===== src/rtl/sprite_anim_blitter_if.sv =====
// rtl/sprite_anim_blitter_if.sv - sprite ROM and palette bus between a blitter and its assets
// master: the blitter (drives rom_address, pal_index; receives rom_q, palette_*)
// slave : the external ROM/palette (receives rom_address, pal_index; drives rom_q, palette_*)
interface sprite_anim_blitter_if #(
    parameter int ADDR_W = 12,
    parameter int IDX_W  = 4
);
    logic [ADDR_W-1:0] rom_address;
    logic [IDX_W-1:0]  rom_q;
    logic [IDX_W-1:0]  pal_index;
    logic [3:0]        palette_red;
    logic [3:0]        palette_green;
    logic [3:0]        palette_blue;

    modport master (
        output rom_address,
        output pal_index,
        input  rom_q,
        input  palette_red,
        input  palette_green,
        input  palette_blue
    );

    modport slave (
        input  rom_address,
        input  pal_index,
        output rom_q,
        output palette_red,
        output palette_green,
        output palette_blue
    );
endinterface


===== src/rtl/sprite_anim_blitter.sv =====
// rtl/sprite_anim_blitter.sv - animated, scaled, mirrorable sprite blitter for the VGA pixel path
// Ports:
//   vga_clk, reset_n          pixel clock, asynchronous active-low reset
//   DrawX, DrawY, blank       pixel position and active-video flag from the timing generator
//   frame_start               one-cycle pulse at the start of vertical blanking
//   pos_x, pos_y, flip_h      live sprite placement and horizontal mirror
//   anim_en, anim_restart     animation advance enable and return-to-frame-0
//   bus                       ROM address/data and palette lookup (master side)
//   red, green, blue          registered pixel colour
//   sprite_on                 registered: opaque sprite pixel present
//   frame_idx                 current animation frame
module sprite_anim_blitter #(
    parameter int SPR_W           = 32,
    parameter int SPR_H           = 32,
    parameter int NUM_FRAMES      = 4,
    parameter int SCALE_LOG2      = 1,
    parameter int FRAME_HOLD      = 8,
    parameter int IDX_W           = 4,
    parameter int TRANSPARENT_IDX = 0,
    parameter int ROM_LATENCY     = 1,
    parameter int ADDR_W          = $clog2(NUM_FRAMES * SPR_W * SPR_H),
    localparam int FRAME_W        = (NUM_FRAMES > 1) ? $clog2(NUM_FRAMES) : 1
) (
    input  logic                 vga_clk,
    input  logic                 reset_n,
    input  logic [9:0]           DrawX,
    input  logic [9:0]           DrawY,
    input  logic                 blank,
    input  logic                 frame_start,
    input  logic [9:0]           pos_x,
    input  logic [9:0]           pos_y,
    input  logic                 flip_h,
    input  logic                 anim_en,
    input  logic                 anim_restart,
    sprite_anim_blitter_if.master bus,
    output logic [3:0]           red,
    output logic [3:0]           green,
    output logic [3:0]           blue,
    output logic                 sprite_on,
    output logic [FRAME_W-1:0]   frame_idx
);
    localparam int COL_W      = (SPR_W > 1) ? $clog2(SPR_W) : 1;
    localparam int ROW_W      = (SPR_H > 1) ? $clog2(SPR_H) : 1;
    localparam int HOLD_W     = (FRAME_HOLD > 1) ? $clog2(FRAME_HOLD) : 1;
    localparam int FRAME_SIZE = SPR_W * SPR_H;
    localparam logic [10:0] BOX_W = 11'(SPR_W << SCALE_LOG2);
    localparam logic [10:0] BOX_H = 11'(SPR_H << SCALE_LOG2);

    logic [10:0]       dx, dy;
    logic              in_box;
    logic [COL_W-1:0]  col_src, col;
    logic [ROW_W-1:0]  row;
    logic [HOLD_W-1:0] hold;
    logic [ROM_LATENCY-1:0] box_pipe, blank_pipe;
    logic              d_in_box, d_blank;

    // 11-bit differences; the >= terms stop a sprite near the right/bottom edge from wrapping to x=0/y=0.
    assign dx = {1'b0, DrawX} - {1'b0, pos_x};
    assign dy = {1'b0, DrawY} - {1'b0, pos_y};
    assign in_box = (DrawX >= pos_x) && (dx < BOX_W) && (DrawY >= pos_y) && (dy < BOX_H);

    // Power-of-two scaling is just a bit select of the offset.
    assign col_src = dx[SCALE_LOG2 +: COL_W];
    assign row     = dy[SCALE_LOG2 +: ROW_W];
    assign col     = flip_h ? (COL_W'(SPR_W - 1) - col_src) : col_src;

    assign bus.rom_address = in_box ?
        (ADDR_W'(frame_idx) * ADDR_W'(FRAME_SIZE) + ADDR_W'(row) * ADDR_W'(SPR_W) + ADDR_W'(col)) :
        '0;

    assign bus.pal_index = bus.rom_q;

    // Sideband delay line so in_box/blank line up with the ROM data.
    always_ff @(posedge vga_clk or negedge reset_n) begin
        if (!reset_n) begin
            box_pipe   <= '0;
            blank_pipe <= '0;
        end else begin
            box_pipe[0]   <= in_box;
            blank_pipe[0] <= blank;
            for (int i = 1; i < ROM_LATENCY; i++) begin
                box_pipe[i]   <= box_pipe[i-1];
                blank_pipe[i] <= blank_pipe[i-1];
            end
        end
    end

    assign d_in_box = box_pipe[ROM_LATENCY-1];
    assign d_blank  = blank_pipe[ROM_LATENCY-1];

    always_ff @(posedge vga_clk or negedge reset_n) begin
        if (!reset_n) begin
            red       <= '0;
            green     <= '0;
            blue      <= '0;
            sprite_on <= 1'b0;
        end else if (d_blank && d_in_box && (bus.rom_q != IDX_W'(TRANSPARENT_IDX))) begin
            red       <= bus.palette_red;
            green     <= bus.palette_green;
            blue      <= bus.palette_blue;
            sprite_on <= 1'b1;
        end else begin
            red       <= '0;
            green     <= '0;
            blue      <= '0;
            sprite_on <= 1'b0;
        end
    end

    // Animation only moves on frame_start so a frame never changes mid-screen.
    always_ff @(posedge vga_clk or negedge reset_n) begin
        if (!reset_n) begin
            frame_idx <= '0;
            hold      <= '0;
        end else if (anim_restart) begin
            frame_idx <= '0;
            hold      <= '0;
        end else if (frame_start && anim_en) begin
            if (hold == HOLD_W'(FRAME_HOLD - 1)) begin
                hold      <= '0;
                frame_idx <= (frame_idx == FRAME_W'(NUM_FRAMES - 1)) ? '0 : frame_idx + 1'b1;
            end else begin
                hold <= hold + 1'b1;
            end
        end
    end
endmodule


===== src/flat_wrapper.sv =====
// flat-port wrapper written by rule: the top's interface ports become plain ports
module sprite_anim_blitter_flat 
#(
    parameter int SPR_W           = 32,
    parameter int SPR_H           = 32,
    parameter int NUM_FRAMES      = 4,
    parameter int SCALE_LOG2      = 1,
    parameter int FRAME_HOLD      = 8,
    parameter int IDX_W           = 4,
    parameter int TRANSPARENT_IDX = 0,
    parameter int ROM_LATENCY     = 1,
    parameter int ADDR_W          = $clog2(NUM_FRAMES * SPR_W * SPR_H),
    localparam int FRAME_W        = (NUM_FRAMES > 1) ? $clog2(NUM_FRAMES) : 1
)
  (vga_clk, reset_n, DrawX, DrawY, blank, frame_start, pos_x, pos_y, flip_h, anim_en, anim_restart, red, green, blue, sprite_on, frame_idx, bus_rom_address, bus_pal_index, bus_rom_q, bus_palette_red, bus_palette_green, bus_palette_blue);
  sprite_anim_blitter_if #(.ADDR_W(ADDR_W), .IDX_W(IDX_W)) bus_i ();
  input  logic vga_clk;
  input  logic reset_n;
  input  logic [9:0] DrawX;
  input  logic [9:0] DrawY;
  input  logic blank;
  input  logic frame_start;
  input  logic [9:0] pos_x;
  input  logic [9:0] pos_y;
  input  logic flip_h;
  input  logic anim_en;
  input  logic anim_restart;
  output logic [3:0] red;
  output logic [3:0] green;
  output logic [3:0] blue;
  output logic sprite_on;
  output logic [FRAME_W-1:0] frame_idx;
  output wire logic [$bits(bus_i.rom_address)-1:0] bus_rom_address;
  output wire logic [$bits(bus_i.pal_index)-1:0] bus_pal_index;
  input wire logic [$bits(bus_i.rom_q)-1:0] bus_rom_q;
  input wire logic [$bits(bus_i.palette_red)-1:0] bus_palette_red;
  input wire logic [$bits(bus_i.palette_green)-1:0] bus_palette_green;
  input wire logic [$bits(bus_i.palette_blue)-1:0] bus_palette_blue;
  assign bus_rom_address = bus_i.rom_address;
  assign bus_pal_index = bus_i.pal_index;
  assign bus_i.rom_q = bus_rom_q;
  assign bus_i.palette_red = bus_palette_red;
  assign bus_i.palette_green = bus_palette_green;
  assign bus_i.palette_blue = bus_palette_blue;
  sprite_anim_blitter #(.SPR_W(SPR_W), .SPR_H(SPR_H), .NUM_FRAMES(NUM_FRAMES), .SCALE_LOG2(SCALE_LOG2), .FRAME_HOLD(FRAME_HOLD), .IDX_W(IDX_W), .TRANSPARENT_IDX(TRANSPARENT_IDX), .ROM_LATENCY(ROM_LATENCY), .ADDR_W(ADDR_W)) u_core (.vga_clk(vga_clk), .reset_n(reset_n), .DrawX(DrawX), .DrawY(DrawY), .blank(blank), .frame_start(frame_start), .pos_x(pos_x), .pos_y(pos_y), .flip_h(flip_h), .anim_en(anim_en), .anim_restart(anim_restart), .bus(bus_i), .red(red), .green(green), .blue(blue), .sprite_on(sprite_on), .frame_idx(frame_idx));
endmodule

===== config.mk =====
export PLATFORM = sky130hd
export DESIGN_NAME = sprite_anim_blitter_flat
export DESIGN_NICKNAME = d
export VERILOG_FILES = /design/src/rtl/sprite_anim_blitter_if.sv /design/src/rtl/sprite_anim_blitter.sv /design/src/flat_wrapper.sv
export SDC_FILE = /design/constraint.sdc
export NUM_CORES = 1
export LEC_CHECK = 0
export CAP_MARGIN = 40
export CORE_AREA = 2 2 77 79
export CTS_CLUSTER_SIZE = 8
export DETAILED_ROUTE_END_ITERATION = 6
export DIE_AREA = 0 0 79 81
export GPL_TIMING_DRIVEN = 0
export PLACE_DENSITY = 0.77
export SYNTH_ARGS = -nofsm -noshare
export SYNTH_HDL_FRONTEND = slang
export SYNTH_SLANG_ARGS = --single-unit

===== constraint.sdc =====
create_clock -name vga_clk -period 4.63 [get_ports vga_clk]
set_clock_uncertainty 0.15 [all_clocks]
set_input_delay 0.926 -clock vga_clk [delete_from_list [all_inputs] [get_ports vga_clk]]
set_output_delay 0.926 -clock vga_clk [all_outputs]
set_load 0.05 [all_outputs]

==> results <==
- The maximum number of pins on one net before global-route repair is 13.
- The via density per instance is 5.08.
- The overall overflow remaining after global route is 0.
- The path depth of the worst reg2reg path is 5.
- After detailed routing, the total wire length is 5.61 mm.
- The post-route core utilization is 0.622.
- For this configuration, the core starts out at a cell density of 0.347.
- The count of port buffers added during placement is 92.
- The power per standard cell area is 183 mW/mm².
- The CTS root buffer is clkbuf_8.
- The final max-slew violation count is 0.
- The multi-input combinational cells in the finished layout cover a total of 0.00162 mm².
- After layout, the worst setup slack is 63.3 ps.
- For the worst setup path, the data required time is 3550 ps.
- The top flip-flop cell by instance count after synthesis is dfrtp_1.
- The die is 79 µm wide.
- The detailed-route DRC error count is 0.
- The sequential cells in the finished layout cover a total of 500 µm².
- The worst hold path passes through 2 cells.
- The maximum vdd ir drop is 167 µV.
- The register area share after synthesis is 0.254.
- The number of global-route vias before repair is 1857.
- The number of DRC markers in iteration 0 is 68.
- Clock-pin slew was measured on the worst setup and hold paths at 70 ps.
- The max capacitance violation total is 0.
- The flow ran to the end, and the final reports show no timing, DRC or antenna violations.
- The worst hold slack is 383 ps.
- The die area is 0.00640 mm².
- Counting the fill cells in the layout gives 478.
- At the later pin of the worst-skew pair, clock insertion delay measures 250 ps.
- The worst path needs 4570 ps of the cycle, external delays included.
- The number of top-level pins is 94.
- The floorplan has 28 rows.
- The Yosys warning count is 0.
- CTS built an H-tree with a depth of 1.
- The net switching component of the power is 195 µW.
- The internal power consumption is 449 µW.
- The post-detailed-route wirelength per cell is 13.5 µm.
- Across every metal layer, demand over resource in global routing totals 0.155.
- Of the total power, registers draw 0.274.
- The number of flops mapped to enable cells by yosys is 0.
- STA classifies the critical path startpoint as an input pin.
- The number of nets in the final layout is 430.
- Timing analysis after detailed placement gives a worst setup slack of -969 ps.
- The detailed-placement wirelength estimate is 4.08 mm.
- The relative contribution of combinational cells to total power is 0.460.
- The count of nets left with antenna violations after detail routing is 0.
- The classification of the worst setup path is input pin to output port.
- STA classifies the critical path endpoint as an output port.
- The first TritonRoute pass finished after 5 iterations.
- Derived from the worst setup path, the maximum achievable clock frequency is 219 MHz.
- The transition time of the tightest slew-check pin is 522 ps.
- The congestion estimate from routability-driven global placement came to 0.842.
- The clock drives 20 sinks.
- The share of total power dissipated in the clock network is 0.266.
- Measured along the y axis, the die boundary spans 81 µm.
- The post-synthesis cell count is 232.
- The number of distinct library cell variants in the gate-level netlist after synthesis is 48.
- The cell area after technology mapping is 0.00197 mm².
- Dividing the final minimum period by the clock period gives 0.986.
- The placeable core area is 0.00568 mm².
- The synthesis-to-layout area growth is 79.5%.
- The TritonCTS clock tree is yes.
- Of the total power, the share spent switching nets is 0.303.
- The number of antenna diodes in the final layout is 0.
- The maximum net fanout on the critical path is 5.
- The synthesized design contains 20 register bits.
- The power consumption is 645 µW.
- The kind of path behind the tightest hold check is flip-flop to flip-flop.
- The count of final hold-check violations came to 0.
- The hold buffer count at cts is 0.
- The fraction of synthesis flops using an asynchronous set or reset pin is 1.00.
- The clock passes through at most 2 buffers.
- The proportion of layout cells with a drive suffix above 1 is 0.293.
- Headroom to the max-slew limit came out at 0.651.
- Averaged over all synthesized cells, the footprint is 8.48 µm².
- Summing over every cut layer, the via total after detailed routing is 2113.
- The number of nets in the synthesized netlist is 320.
- The first-pass GRT wire length is 8.23 mm.
- The total CTS buffers is 3.
- Setup violations remaining at the end of the flow were counted as 0.
- The arrival time of the worst setup path is 3490 ps.
- The number of antenna violations at the first check in global routing is 0.
- The leakage power summed over all cells is 0.00154 µW.
timing repair:
item / 4_1_cts / 5_1_grt
endpoints found under the setup margin: 12 / 12
cloned: 2 / 0
buffers inserted: 6 / 8
pin swaps: 18 / 14
resized for setup: 128 / 46
Yosys cell counts, drive strengths merged (7+ instances only):
master	count	share of area
a21oi	19	0.052
and2	14	0.046
and3	13	0.043
buf	7	0.026
dfrtp	20	0.25
ha	23	0.15
inv	26	0.050
nand2	8	0.015
nor2	16	0.031
xnor2	7	0.031
sequential cells by signal (all words and copies together), names as in the netlist:
name               cells
u_core.blank_pipe      1
u_core.blue            4
u_core.box_pipe        1
u_core.frame_idx       2
u_core.green           4
u_core.hold            3
u_core.red             4
u_core.sprite_on       1
per-layer routing:
metal	up-vias	share of wire	GRT usage
li1	1036	-	-
met5	-	0	0
met2	87	0.50	0.282
met1	978	0.42	0.200
met3	12	0.056	0.0122
met4	0	0.020	0.0379
stage by stage:
step	area [µm²]	setup TNS (ps)	instances
floorplan	1970	0	232
global placement	2980	-9950	399
detailed placement	3000	-10700	400
CTS	3290	0	410
global route	3530	-26.4	416
finish	3530	0	416
power groups by stage:
stage	registers [µW]	clock network (µW)	logic, µW
floorplan	180	0	139
global placement	180	0	222
detailed placement	180	0	227
CTS	177	172	259
global route	177	186	319
finish	177	171	297
worst max-delay path, cell delays in order:
cell and delay [ps]:
clkdlybuf4s50_1 450, inv_1 40, ha_1 270, buf_6 110, o21a_1 160, o32ai_1 100
nor4_1 300, nand4_1 200, nor4_4 370, clkbuf_8 220, and3_4 190, buf_8 140
layout make-up:
cell class              count  share of cell area
plain buffers               9              0.0209
clock buffers               3              0.0117
clock inverters             1             0.00851
inverters                  26              0.0276
multi-input cells         173               0.459
flip-flops and latches     20               0.142
well taps                  75              0.0266
repair buffers            109               0.304
cell usage in the layout (no fill, tap or decap), drive strengths merged, types with 8 or more instances in the layout:
master / synthesis / layout
and3: 13 / 13
buf: 7 / 34
nand2: 8 / 8
a21oi: 19 / 19
ha: 23 / 23
clkdlybuf4s50: 0 / 67
inv: 26 / 26
dlygate4sd2: 0 / 11
nor2: 16 / 16
dfrtp: 20 / 20
and2: 14 / 14
cell families after synthesis:
group	share of synthesized area
XOR/XNOR	0.0534
buffers and inverters	0.0878
AND/OR/NAND/NOR	0.238
adder cells (fa/ha/maj)	0.167
multiplexers	0.0159
AO/OA/AOI/OAI	0.184
flip-flops	0.254
final timing paths:
path / from / endpoint / slack, ps
max: pos_x[5] / bus_rom_address[3] / 60
min: u_core.hold[1]$_DFFE_PN0P_ / u_core.hold[1]$_DFFE_PN0P_ / 380
max reg2reg: u_core.hold[0]$_DFFE_PN0P_ / u_core.frame_idx[1]$_DFFE_PN0P_ / 3140
min reg2reg: u_core.hold[1]$_DFFE_PN0P_ / u_core.hold[1]$_DFFE_PN0P_ / 380
max in group asynchronous: reset_n / u_core.frame_idx[0]$_DFFE_PN0P_ / 3090
min in group asynchronous: reset_n / u_core.red[1]$_DFF_PN0_ / 820
No activity file was read; power rests on OpenSTA's default activity.
